File: src/rtl/gnn_pkg.sv
// Constants and FSM state type shared between the GNN top level and its result collector.
package gnn_pkg;

   localparam int GNN_NODES = 4;
   localparam int GNN_OUTS  = 2;
   localparam int GNN_DW    = 21;

   typedef enum logic [1:0] {
      ST_IDLE   = 2'd0,
      ST_LAUNCH = 2'd1,
      ST_WAIT   = 2'd2,
      ST_DRAIN  = 2'd3
   } gnn_state_t;

endpackage

File: src/rtl/gnn_stream_out.sv
// Output stage: walks the result buffer word by word, holding the word steady under backpressure.
module gnn_stream_out #(
   parameter int N  = 8,
   parameter int DW = 21,
   parameter int IW = 3
) (
   input  logic            clk,
   input  logic            rst_n,
   input  logic            load,
   input  logic [N*DW-1:0] words,
   input  logic            m_ready,
   output logic            m_valid,
   output logic [DW-1:0]   m_data,
   output logic [IW-1:0]   m_idx,
   output logic            m_last,
   output logic            fin
);

   localparam logic [IW-1:0] LAST_IDX = IW'(N - 1);

   logic [IW-1:0] idx_nxt;

   assign idx_nxt = m_idx + IW'(1);
   assign fin     = m_valid & m_ready & m_last;

   always_ff @(posedge clk or negedge rst_n) begin
      if (!rst_n) begin
         m_valid <= 1'b0;
         m_data  <= '0;
         m_idx   <= '0;
         m_last  <= 1'b0;
      end else if (load) begin
         m_valid <= 1'b1;
         m_data  <= words[0 +: DW];
         m_idx   <= '0;
         m_last  <= (N == 1);
      end else if (m_valid && m_ready) begin
         if (m_last) begin
            m_valid <= 1'b0;
         end else begin
            m_data <= words[idx_nxt*DW +: DW];
            m_idx  <= idx_nxt;
            m_last <= (idx_nxt == LAST_IDX);
         end
      end
   end

endmodule

File: src/rtl/gnn_result_collector.sv
// Launches one GNN inference, captures each result on its first ready flag, then streams them out in index order.
//   state     | meaning
//   ST_IDLE   | waiting for start
//   ST_LAUNCH | in_ready pulse to the GNN
//   ST_WAIT   | capturing results, timeout counter running
//   ST_DRAIN  | streaming buffer[0..N-1]
module gnn_result_collector
   import gnn_pkg::*;
#(
   parameter int NODES   = GNN_NODES,
   parameter int OUTS    = GNN_OUTS,
   parameter int DW      = GNN_DW,
   parameter int TIMEOUT = 255
) (
   input  logic                             clk,
   input  logic                             rst_n,
   input  logic                             start,
   output logic                             in_ready,
   input  logic [NODES*OUTS-1:0]            res_rdy,
   input  logic [NODES*OUTS*DW-1:0]         res_data,
   output logic                             m_valid,
   input  logic                             m_ready,
   output logic [DW-1:0]                    m_data,
   output logic [$clog2(NODES*OUTS)-1:0]    m_idx,
   output logic                             m_last,
   output logic                             busy,
   output logic                             done,
   output logic                             err
);

   localparam int N  = NODES * OUTS;
   localparam int IW = $clog2(N);
   localparam int CW = $clog2(TIMEOUT + 1);

   gnn_state_t      state;
   logic [N-1:0]    captured;
   logic [N*DW-1:0] buffer;
   logic [N*DW-1:0] buf_view;
   logic [CW-1:0]   tcnt;
   logic [CW-1:0]   tcnt_nxt;
   logic            mask_full;
   logic            load;
   logic            fin;

   // Slices captured this very cycle come straight from res_data so word 0 is right on the WAIT->DRAIN edge.
   always_comb begin
      buf_view = buffer;
      for (int k = 0; k < N; k++) begin
         if (!captured[k]) buf_view[k*DW +: DW] = res_data[k*DW +: DW];
      end
   end

   assign mask_full = &(captured | res_rdy);
   assign load      = (state == ST_WAIT) && mask_full;
   assign tcnt_nxt  = tcnt + CW'(1);

   always_ff @(posedge clk or negedge rst_n) begin
      if (!rst_n) begin
         state    <= ST_IDLE;
         captured <= '0;
         buffer   <= '0;
         tcnt     <= '0;
         in_ready <= 1'b0;
         busy     <= 1'b0;
         done     <= 1'b0;
         err      <= 1'b0;
      end else begin
         in_ready <= 1'b0;
         done     <= 1'b0;
         case (state)
            ST_IDLE: begin
               if (start) begin
                  state    <= ST_LAUNCH;
                  in_ready <= 1'b1;
                  busy     <= 1'b1;
                  err      <= 1'b0;
                  captured <= '0;
                  tcnt     <= '0;
               end
            end
            ST_LAUNCH: begin
               state <= ST_WAIT;
            end
            ST_WAIT: begin
               for (int k = 0; k < N; k++) begin
                  if (res_rdy[k] && !captured[k]) buffer[k*DW +: DW] <= res_data[k*DW +: DW];
               end
               captured <= captured | res_rdy;
               tcnt     <= tcnt_nxt;
               // Completion takes priority over a timeout landing on the same cycle.
               if (mask_full) begin
                  state <= ST_DRAIN;
               end else if (tcnt_nxt == CW'(TIMEOUT)) begin
                  state <= ST_IDLE;
                  busy  <= 1'b0;
                  err   <= 1'b1;
               end
            end
            ST_DRAIN: begin
               if (fin) begin
                  state <= ST_IDLE;
                  busy  <= 1'b0;
                  done  <= 1'b1;
               end
            end
            default: begin
               state <= ST_IDLE;
               busy  <= 1'b0;
            end
         endcase
      end
   end

   gnn_stream_out #(
      .N  (N),
      .DW (DW),
      .IW (IW)
   ) u_stream_out (
      .clk     (clk),
      .rst_n   (rst_n),
      .load    (load),
      .words   (buf_view),
      .m_ready (m_ready),
      .m_valid (m_valid),
      .m_data  (m_data),
      .m_idx   (m_idx),
      .m_last  (m_last),
      .fin     (fin)
   );

endmodule

File: config.mk
export PLATFORM = sky130hd
export DESIGN_NAME = gnn_result_collector
export DESIGN_NICKNAME = d
export VERILOG_FILES = /design/src/rtl/gnn_pkg.sv /design/src/rtl/gnn_stream_out.sv /design/src/rtl/gnn_result_collector.sv
export SDC_FILE = /design/constraint.sdc
export NUM_CORES = 1
export LEC_CHECK = 0
export BUFFER_PORTS_ARGS = -buffer_cell sky130_fd_sc_hd__buf_2
export CAP_MARGIN = 40
export CORE_MARGIN = 3
export CORE_UTILIZATION = 56
export DETAILED_ROUTE_END_ITERATION = 10
export PLACE_DENSITY = 0.8
export SYNTH_ARGS = -nofsm -noshare
export SYNTH_HDL_FRONTEND = slang
export SYNTH_SLANG_ARGS = --single-unit
File: constraint.sdc
create_clock -name clk -period 3.4 [get_ports clk]
set_input_delay 0.51 -clock clk [delete_from_list [all_inputs] [get_ports clk]]
set_output_delay 0.51 -clock clk [all_outputs]
set_load 0.01 [all_outputs]
==> results of run 1 <==
==> routing by layer <==
| metal | global-route usage | part of all wire | up-vias |
|---|---|---|---|
| met4 | 0.0783 | 0.027 | 6 |
| met2 | 0.388 | 0.46 | 273 |
| met5 | 0 | 0.0012 | - |
| met1 | 0.366 | 0.44 | 3950 |
| li1 | - | - | 3579 |
| met3 | 0.0492 | 0.070 | 49 |
==> worst max-delay path by stage <==
stage	endpoint	start	slack [ns]	cells past startpoint
2_1_floorplan	u_stream_out.m_data[10]	u_stream_out.m_idx[0]	0.85	9
3_3_place_gp	u_stream_out.m_data[17]	u_stream_out.m_idx[0]	0.97	7
3_5_place_dp	u_stream_out.m_data[19]	u_stream_out.m_idx[0]	0.86	7
4_1_cts	u_stream_out.m_data[14]	u_stream_out.m_idx[0]	0.85	7
5_1_grt	u_stream_out.m_data[14]	u_stream_out.m_idx[0]	0.68	7
6_report	u_stream_out.m_data[14]	u_stream_out.m_idx[0]	0.88	7
==> power by group <==
group / switching (mW) / internal [mW] / leakage [nW] / total (mW)
Clock: 1.02 / 1.41 / 0.358 / 2.43
Combinational: 3.25 / 3.55 / 3.58 / 6.81
Sequential: 0.699 / 3.85 / 2.61 / 4.55
Total: 4.97 / 8.82 / 6.54 / 13.8
==> through the flow <==
step / hold WS [ns] / instances
final: 0.0203 / 1337
after global routing: 0.0807 / 1337
after CTS: 0.0581 / 1333
after detailed placement: 0.476 / 1295
after global placement: 0.467 / 1295
after floorplan: 0.214 / 859
==> cell usage after synthesis (all sizes together), types with 2 or more instances <==
master / n / share of area
a21oi: 32 / 0.014
nand4: 3 / 0.0016
xor2: 2 / 0.0022
xnor2: 4 / 0.0031
and2: 2 / 0.0011
dfrtp: 216 / 0.47
inv: 3 / 0.00098
o22ai: 7 / 0.0038
ha: 4 / 0.0044
buf: 52 / 0.024
nand3: 3 / 0.0013
nor2: 27 / 0.0089
nand2: 41 / 0.013
o21ai: 11 / 0.0048
a31oi: 3 / 0.0016
mux4: 42 / 0.083
a22oi: 21 / 0.014
mux2: 168 / 0.17
mux2i: 189 / 0.17
and3: 2 / 0.0011
clkbuf: 15 / 0.0049
==> cell families (layout without fill, tap and decap cells) <==
kind of cell / Yosys count / count (layout)
fa+ha+maj: 4 / 4
simple gates: 84 / 84
compound gates: 79 / 79
mux: 399 / 399
xor+xnor: 6 / 6
other cells: 0 / 4
buf+inv: 71 / 280
flops: 216 / 216
==> area by class of cell <==
cell class                 count  area share
multi-input combinational    572       0.423
sequential                   216       0.400
timing repair buffer         238      0.0971
clock buffer                  34      0.0518
tap                          265      0.0245
clock inverter                 4     0.00148
inverter                       4     0.00111
antenna                        4    0.000741
==> placed cells by master, fill, tap and decap left out, drive strengths merged, types with 2 or more instances in the layout <==
cell type,count
a21oi,32
a22oi,21
a31oi,3
and2,2
and3,2
buf,238
clkbuf,34
clkinv,5
dfrtp,216
diode,4
ha,4
inv,3
mux2,168
mux2i,189
mux4,42
nand2,41
nand3,3
nand4,3
nor2,27
o21ai,11
o22ai,7
xnor2,4
xor2,2
==> registers in the layout, indices dropped and copies added, names as in the netlist <==
name                  cells
err                       1
u_stream_out.m_valid      1
buffer                  168
state                     2
u_stream_out.m_last       1
done                      1
tcnt                      8
u_stream_out.m_idx        3
in_ready                  1
captured                  8
u_stream_out.m_data      21
busy                      1
==> worst register-to-register path: stages, from the launching register on <==
cell     delay [ns]
dfrtp_1        0.41
ha_1           0.29
xor2_4         0.18
buf_4          0.50
mux4_2         0.63
mux2i_1        0.16
nand2_1        0.07
a22oi_1        0.19
==> results.md, run 1 <==
- Status: finished clean
- Worst-Skew Late Latency: ~0.52 ns
- Die height: between 100 and 150 µm
- Reg2reg end: u_stream_out.m_data[14]
- Final ANT Viol Nets: 0
- Mux share of post-synthesis cell area: 0.413
- Routed WL: approximately 28 mm
- Post-route cell area: 13,500 µm²
- Setup CP Type: reg -> reg
- Total buffers and inverters traversed by the critical path: 1
- Mapped Cells: roughly 860
- DRT iter0 DRCs: about 500
- Sequential element share of the synthesized area: 0.473
- Layout cells sized above 1: 0.449
- Synth unique cells: 38
- Placement Cell Area: roughly 13,000 µm²
- CTS clk-pin slew, worst paths: 0.06 ns
- # IOs: 210
- Vias in the first global route: roughly 8,100
- Tot GR Track Use: 0.252
- Maximum number of pins on one net before global-route repair: 100
- First-pass GRT wire length: roughly 44 mm
- Final Hold Violating Endpoints: 0
- Async SR Flop Fraction: 1.00
- R2R Setup Slk: approximately 0.88 ns
- Post-layout min period: between 2 and 3 ns
- Hold_buf cts: 0
- Post-synthesis compound-gate area fraction: 0.0417
- Skew final: 0.00981 ns
- Inserted Clock Buffers: 24
- Drt wl/cell: 21.0 µm
- Gr ovfl total: 0
- Initial antenna violation count: 6
- Via count: a little under 8,000
- Total power draw: 13.8 mW
- Buffers on Ports: roughly 210
- Clock Path Buffers: 3
- Worst vdd ir: about 0.44 mV
- First drt pass iteration count: 7
- Register bit total from synthesis: 216
- Clk sinks: approximately 220
- Ys Warns: 0
- Crit share post-route: 0.740
- Slowest CP cell: mux4_2
- CTS tree: yes
- Slew margin rel.: 0.448
- Pwr dens: just over 1000 nW/µm²
- Resized cells post-CTS: 0
- CP required: around 3.8 ns
- Syn avg cell area: 13.3 µm²
- # nets final: between 1,000 and 1,500
- Setup WS post-layout: between 0.8 and 0.9 ns
- Final Core Density: 0.683
- Worst Setup Start Kind: flop
- Peak Freq: between 300 and 400 MHz
- Setup TNS: 0 ns
- Pre-CTS setup slack: roughly 0.86 ns
- Xor/xnor cell area share of the yosys netlist: 0.00525
- Arrival time worst endpoint: slightly below 3 ns
- Die X: around 150 µm
- Register Area: 5410 µm²
- Post-synthesis simple-gate area fraction: 0.0320
- P&R area growth vs syn: 18.1%
- Post-synth EDFFs: 0
- FF-to-FF path depth: 7
- Max cap viols: 0
- Initial Utilization: 0.578
- Syn Std Cell Area: about 11,000 µm²
- Die area: 22,200 µm²
- Slowest stage delay, CP: 0.60 ns
- H-tree depth: 1
- Routability cong.: ~0.90
- Static Leak: 6.54 nW
- Syn Nets: ~1,000
- Final setup fails: 0
- RSZ-0062 raised after global routing: false
- Post-CTS setup buffer count: 0
- Area of the multi-input gates: 5720 µm²
- Root Buffer: clkbuf_16
- Row count: 51
- R2r startpoint: u_stream_out.m_idx[0]
- Max-slew violation total from the final report: 0
- Top_reg_cell synth: dfrtp_1
- Worst Path Max Fanout: 30
- Worst hold-check path type: in -> async
- CP Cell Sequence: ha_1 -> xor2_4 -> buf_4 -> mux4_2 -> mux2i_1 -> nand2_1 -> a22oi_1
- Worst Setup End Kind: flop
- Post-DR vias/cell: between 5 and 6
- Tightest Pin Transition: just over 0.8 ns
- Fill cell count: 1,497
- Adder-cell area share of the yosys netlist: 0.00438
- Main combinational cell family by area after synthesis: multiplexers
- Core Region: roughly 20,000 µm²
- Residual DRC: 0
- Worst path top cell family by delay: multiplexers
- Detailed Place HPWL: around 21 mm
(Power assumes the default switching activity.)
==> run 2, diff against run 1 <==
- CORE_UTILIZATION: 56 -> 51
- PLACE_DENSITY: 0.8 -> 0.77
- clock period: 3.4 -> 2.1 ns (I/O delays scaled with it)
==> results.md, run 2 (synthesis results as in run 1) <==
- CTS tree: yes (unchanged)
- Max cap viols: 0 (unchanged)
- Initial Utilization: 0.521 (was 0.578)
- Worst vdd ir: 0.775 mV (was 0.442 mV)
- Worst hold-check path type: in -> reg (was in -> async)
- Arrival time worst endpoint: 2.61 ns (was 2.95 ns)
- Tot GR Track Use: 0.252 (about the same)
- Placement Cell Area: 13,100 µm² (was 12,800 µm²)
- Failing checks: negative setup slack
- Residual DRC: 0 (unchanged)
- Buffers on Ports: 209 (unchanged)
- Die area: 24,300 µm² (was 22,200 µm²)
- # IOs: 210 (unchanged)
- Worst Path Max Fanout: 4 (was 30)
- Via count: 8,123 (was 7,857)
- Max-slew violation total from the final report: 0 (unchanged)
- Vias in the first global route: 8,282 (was 8,123)
- Post-route cell area: 14,000 µm² (was 13,500 µm²)
- Worst-Skew Late Latency: 0.51 ns (was 0.52 ns)
- Static Leak: 6.73 nW (was 6.54 nW)
- Die height: 156 µm (was 149 µm)
- First-pass GRT wire length: 47.4 mm (was 44.0 mm)
- Routed WL: 30.9 mm (was 28.1 mm)
- Gr ovfl total: 0 (unchanged)
- Setup TNS: -0.427 ns (was 0 ns)
- Root Buffer: clkbuf_16 (unchanged)
- R2r startpoint: u_stream_out.m_idx[1] (was u_stream_out.m_idx[0])
- Post-layout min period: 2.18 ns (was 2.52 ns)
- Setup CP Type: reg -> reg (unchanged)
- Post-DR vias/cell: 5.90 (was 5.88)
- DRT iter0 DRCs: 465 (was 498)
- Top reg by flops: buffer (unchanged)
- P&R area growth vs syn: 22.5% (was 18.1%)
- Skew final: 0.0109 ns (was 0.00981 ns)
- Final Hold Violating Endpoints: 0 (unchanged)
- Status: finished, violations left (was finished clean)
- Met3 routed WL: 2.56 mm (was 1.98 mm)
- Peak Freq: 459 MHz (was 397 MHz)
- First drt pass iteration count: 7 (unchanged)
- Pwr dens: 1680 nW/µm² (was 1020 nW/µm²)
- Hold slack: 0.0362 ns (was 0.0203 ns)
- Hold Crit Depth: 2
- Maximum number of pins on one net before global-route repair: 56 (was 100)
- Commonest non-fill, non-tap cell in the layout: dfrtp_1 (unchanged)
- Largest register FFs: 168 (unchanged)
- Routability cong.: 0.903 (was 0.896)
- RSZ-0062 raised after global routing: true (was false)
- Initial antenna violation count: 7 (was 6)
- Reg2reg end: u_stream_out.m_data[19] (was u_stream_out.m_data[14])
- Max Used Layer: met5 (unchanged)
- CTS clk-pin slew, worst paths: 0.06 ns (about the same)
- Hold_sp: res_data[90]
- H-tree depth: 1 (unchanged)
- Clk sinks: 216 (unchanged)
- Total power draw: 23.6 mW (was 13.8 mW)
- Clock Path Buffers: 3 (unchanged)
- Pre-CTS setup slack: -0.0159 ns (was 0.861 ns)
- Met2 wire len: 14.2 mm (was 13.0 mm)
- R2R Setup Slk: -0.08 ns (was 0.88 ns)
- Core Region: 22,000 µm² (was 19,800 µm²)
- Worst Setup Start Kind: flop (unchanged)
- Worst Setup End Kind: flop (unchanged)
- Die X: 156 µm (was 149 µm)
- Slew margin rel.: 0.651 (was 0.448)
- FF-to-FF path depth: 8 (was 7)
- CP required: 2.53 ns (was 3.83 ns)
- Drt wl/cell: 22.4 µm (was 21.0 µm)
- Metal1 wirelength: 13.3 mm (was 12.4 mm)
- Final setup fails: 14 (was 0)
- Layout cells sized above 1: 0.465 (was 0.449)
- # nets final: 1,263 (was 1,240)
- Tightest Pin Transition: 0.523 ns (was 0.825 ns)
- Setup WS post-layout: -0.0805 ns (was 0.884 ns)
- Largest registers: buffer: 168 flops, u_stream_out.m_data: 21 flops (unchanged)
- Inserted Clock Buffers: 25 (was 24)
- Detailed Place HPWL: 22.9 mm (was 21.2 mm)
- Crit share post-route: 1.04 (was 0.740)
- Commonest non-fill, non-tap cells in the layout: dfrtp_1 (215), buf_2 (208), mux2i_1 (189) (was dfrtp_1 (216), buf_2 (208), mux2i_1 (189))
- Row count: 54 (was 51)
- Final ANT Viol Nets: 0 (unchanged)
- Hold EP: buffer[90]
==> run 2: cell types whose count changed in the layout (fill, tap and decap cells not counted), sizes merged <==
cell         delta
inv             +1
buf            +19
clkbuf          +4
clkinv          -1
clkinvlp        +1
dlygate4sd3     +1
==> run 2: worst max-delay path by stage <==
stage                                from                 endpoint  slack, ns  cells after the start
floorplan           u_stream_out.m_idx[1]  u_stream_out.m_data[12]   0.000008                      7
global placement    u_stream_out.m_idx[0]   u_stream_out.m_data[7]        0.1                      7
detailed placement  u_stream_out.m_idx[0]   u_stream_out.m_data[9]      -0.02                      7
CTS                 u_stream_out.m_idx[0]  u_stream_out.m_data[20]      -0.03                      8
global route        u_stream_out.m_idx[1]  u_stream_out.m_data[19]      -0.16                      8
finish              u_stream_out.m_idx[1]  u_stream_out.m_data[19]      -0.08                      8
==> run 2: report_power, final <==
part           switching [mW]  internal, mW  total [mW]  leakage, nW
clock                    1.66          2.29        3.95        0.357
sequential               1.18          6.24        7.42         2.60
combinational            5.69          6.52        12.2         3.77
==> run 2: layout make-up <==
type / count / area [µm²]
clock inverter: 5 / 33.8
timing repair buffer: 260 / 1740
antenna: 4 / 10.0
multi-input combinational: 572 / 5750
fill: 1688 / 7950
clock buffer: 36 / 697
inverter: 4 / 16.3
tap: 280 / 350
sequential: 216 / 5410
==> run 2: critical path, stage by stage, from the launching register on <==
cell and delay (ns):
dfrtp_1 0.42, ha_4 0.19, xor2_4 0.20, buf_6 0.18, clkbuf_16 0.16, mux4_2 0.51
mux2i_1 0.18, nand2_1 0.11, a22oi_2 0.14
==> run 2: timing repair <==
item	in CTS	in global routing
setup endpoints to repair	3	20
hold buffers	1	0
pin swaps	0	0
setup buffers	3	0
resized for setup	5	5
endpoints found under the hold margin	48	0
gates cloned	3	2
==> run 2: per-layer routing <==
metal  up-vias  GRT usage
met5         -          0
met4         4     0.0614
met3        55     0.0508
met2       347      0.393
met1      4097      0.368
li1       3620          -
==> run 2: metrics by stage <==
step / util / std cells
after floorplan: - / 859
after global placement: 0.594 / 1323
after detailed placement: 0.594 / 1323
after CTS: 0.634 / 1371
after global routing: 0.638 / 1377
final: 0.638 / 1377
==> run 3, diff against run 2 <==
- CTS_CLUSTER_SIZE: default -> 24
- MAX_ROUTING_LAYER: default -> met4
- SKIP_LAST_GASP: default -> 1
==> results.md, run 3 (synthesis results as in run 1) <==
- Status: finished, violations left (unchanged)
- Failing checks: negative setup slack (unchanged)
- First-pass GRT wire length: 48.0 mm (was 47.4 mm)
- Residual DRC: 0 (unchanged)
- Hold slack: 0.0250 ns (was 0.0362 ns)
- Reg2reg end: u_stream_out.m_data[20] (was u_stream_out.m_data[19])
- Root Buffer: clkbuf_16 (unchanged)
- Final ANT Viol Nets: 0 (unchanged)
- Most common cell on crit path: buf_12
- Worst vdd ir: 0.700 mV (was 0.775 mV)
- Maximum number of pins on one net before global-route repair: 66 (was 56)
- Placed cells: 1,321 (was 1,323)
- Non-filler cells, final: 1,380 (was 1,377)
- Slowest stage delay, CP: 0.51 ns (about the same)
- Crit share post-route: 1.02 (was 1.04)
- Detailed Place HPWL: 23.0 mm (was 22.9 mm)
- Final setup fails: 9 (was 14)
- Slowest CP cell: mux4_2 (unchanged)
- Max-slew violation total from the final report: 0 (unchanged)
- Clock Path Buffers: 3 (unchanged)
- Worst Setup End Kind: flop (unchanged)
- Initial Utilization: 0.521 (unchanged)
- Max cap viols: 0 (unchanged)
- CP required: 2.54 ns (was 2.53 ns)
- Largest registers: buffer: 168 flops, u_stream_out.m_data: 21 flops (unchanged)
- R2r startpoint: u_stream_out.m_idx[1] (unchanged)
- # IOs: 210 (unchanged)
- CTS tree: yes (unchanged)
- R2R Setup Slk: -0.05 ns (was -0.08 ns)
- Setup CP Type: reg -> reg (unchanged)
- Tot GR Track Use: 0.261 (was 0.252)
- Slew margin rel.: 0.616 (was 0.651)
- Hold EP: buffer[116] (was buffer[90])
- CP Cell Sequence: ha_4 -> xor2_4 -> buf_12 -> buf_12 -> buf_16 -> mux4_2 -> mux2i_1 -> nand2_1 -> a22oi_1 (was ha_4 -> xor2_4 -> buf_6 -> clkbuf_16 -> mux4_2 -> mux2i_1 -> nand2_1 -> a22oi_2)
- Worst-Skew Late Latency: 0.52 ns (was 0.51 ns)
- Worst Path Max Fanout: 7 (was 4)
- Hold Crit Depth: 2 (unchanged)
- First drt pass iteration count: 4 (was 7)
- Gr ovfl total: 0 (unchanged)
- Drt wl/cell: 22.4 µm (about the same)
- Total buffers and inverters traversed by the critical path: 3 (was 2)
- Post-DR vias/cell: 5.88 (was 5.90)
- Setup WS post-layout: -0.0491 ns (was -0.0805 ns)
- Commonest non-fill, non-tap cell in the layout: dfrtp_1 (unchanged)
- Pwr dens: 1700 nW/µm² (was 1680 nW/µm²)
- Die height: 156 µm (unchanged)
- Setup TNS: -0.239 ns (was -0.427 ns)
- Vias in the first global route: 8,374 (was 8,282)
- Worst hold-check path type: in -> reg (unchanged)
- Post-layout min period: 2.15 ns (was 2.18 ns)
- Routability cong.: 0.926 (was 0.903)
- Clk sinks: 216 (unchanged)
- Core Region: 22,000 µm² (unchanged)
- Arrival time worst endpoint: 2.59 ns (was 2.61 ns)
- Inserted Clock Buffers: 25 (unchanged)
- DRT iter0 DRCs: 459 (was 465)
- Skew final: 0.0104 ns (was 0.0109 ns)
- Worst path top cell family by delay: multiplexers (unchanged)
- Die area: 24,300 µm² (unchanged)
- H-tree depth: 1 (unchanged)
- Die X: 156 µm (unchanged)
- Worst Setup Start Kind: flop (unchanged)
- Total power draw: 23.9 mW (was 23.6 mW)
- Routed WL: 30.9 mm (about the same)
- Initial antenna violation count: 10 (was 7)
- Via count: 8,110 (was 8,123)
- Row count: 54 (unchanged)
- P&R area growth vs syn: 23.3% (was 22.5%)
- Final Core Density: 0.642 (was 0.638)
- CTS clk-pin slew, worst paths: 0.06 ns (about the same)
- Tightest Pin Transition: 0.576 ns (was 0.523 ns)
- Final Hold Violating Endpoints: 0 (unchanged)
- Top reg by flops: buffer (unchanged)
- # nets final: 1,259 (was 1,263)
- Peak Freq: 465 MHz (was 459 MHz)
- Pre-CTS setup slack: -0.0543 ns (was -0.0159 ns)
- Buffers on Ports: 209 (unchanged)
- Commonest non-fill, non-tap cells in the layout: dfrtp_1 (215), buf_2 (208), mux2i_1 (189) (unchanged)
- Hold_sp: res_data[116] (was res_data[90])
- Placement Cell Area: 13,000 µm² (was 13,100 µm²)
- Post-route cell area: 14,100 µm² (was 14,000 µm²)
- Layout cells sized above 1: 0.469 (was 0.465)
- Static Leak: 6.75 nW (was 6.73 nW)
- RSZ-0062 raised after global routing: true (unchanged)
- Largest register FFs: 168 (unchanged)
- FF-to-FF path depth: 9 (was 8)
run 3: cell types whose count changed in the layout (fill, tap and decap cells not counted), sizes merged:
cell / before / now
bufinv: 0 / 3
buf: 257 / 254
diode: 4 / 10
clkbuf: 38 / 36
clkinv: 4 / 3
run 3: worst register-to-register path, stage by stage, from the launching register on:
cell     delay (ns)
dfrtp_1        0.42
ha_4           0.20
xor2_4         0.15
buf_12         0.16
buf_12         0.13
buf_16         0.14
mux4_2         0.51
mux2i_1        0.15
nand2_1        0.07
a22oi_1        0.15
run 3: metal layers:
layer,wire [µm],track usage,up-vias
met5,0,-,-
li1,-,-,3638
met2,14000,0.384,308
met1,13900,0.382,4106
met4,972,0.0736,0
met3,1940,0.0394,58
run 3: area by class of cell:
class	instances	area (µm²)
Fill cell	1622	7860
Antenna cell	10	25.0
Multi-Input combinational cell	572	5780
Clock inverter	7	116
Tap cell	280	350
Inverter	4	16.3
Sequential cell	216	5410
Timing Repair Buffer	256	1710
Clock buffer	35	693
run 3: worst max-delay path by stage:
stage / startpoint / end / cells after the start
finish: u_stream_out.m_idx[1] / u_stream_out.m_data[20] / 9
floorplan: u_stream_out.m_idx[1] / u_stream_out.m_data[12] / 7
global placement: u_stream_out.m_idx[0] / u_stream_out.m_data[7] / 7
CTS: u_stream_out.m_idx[1] / u_stream_out.m_data[13] / 8
detailed placement: u_stream_out.m_idx[0] / u_stream_out.m_data[3] / 7
global route: u_stream_out.m_idx[1] / u_stream_out.m_data[20] / 9
run 3: power by group:
| part | switching, mW | internal [mW] | total, mW |
|---|---|---|---|
| Sequential | 1.16 | 6.24 | 7.40 |
| Combinational | 5.69 | 6.51 | 12.2 |
| Clock | 1.68 | 2.65 | 4.34 |
run 3: timing repair:
action | 4_1_cts | 5_1_grt
hold buffers | 1 | 0
pin swaps | 1 | 2
gates resized for setup | 5 | 10
gates cloned | 3 | 1
buffers inserted | 3 | 0
hold endpoints to repair | 59 | 0
endpoints found under the setup margin | 6 | 21
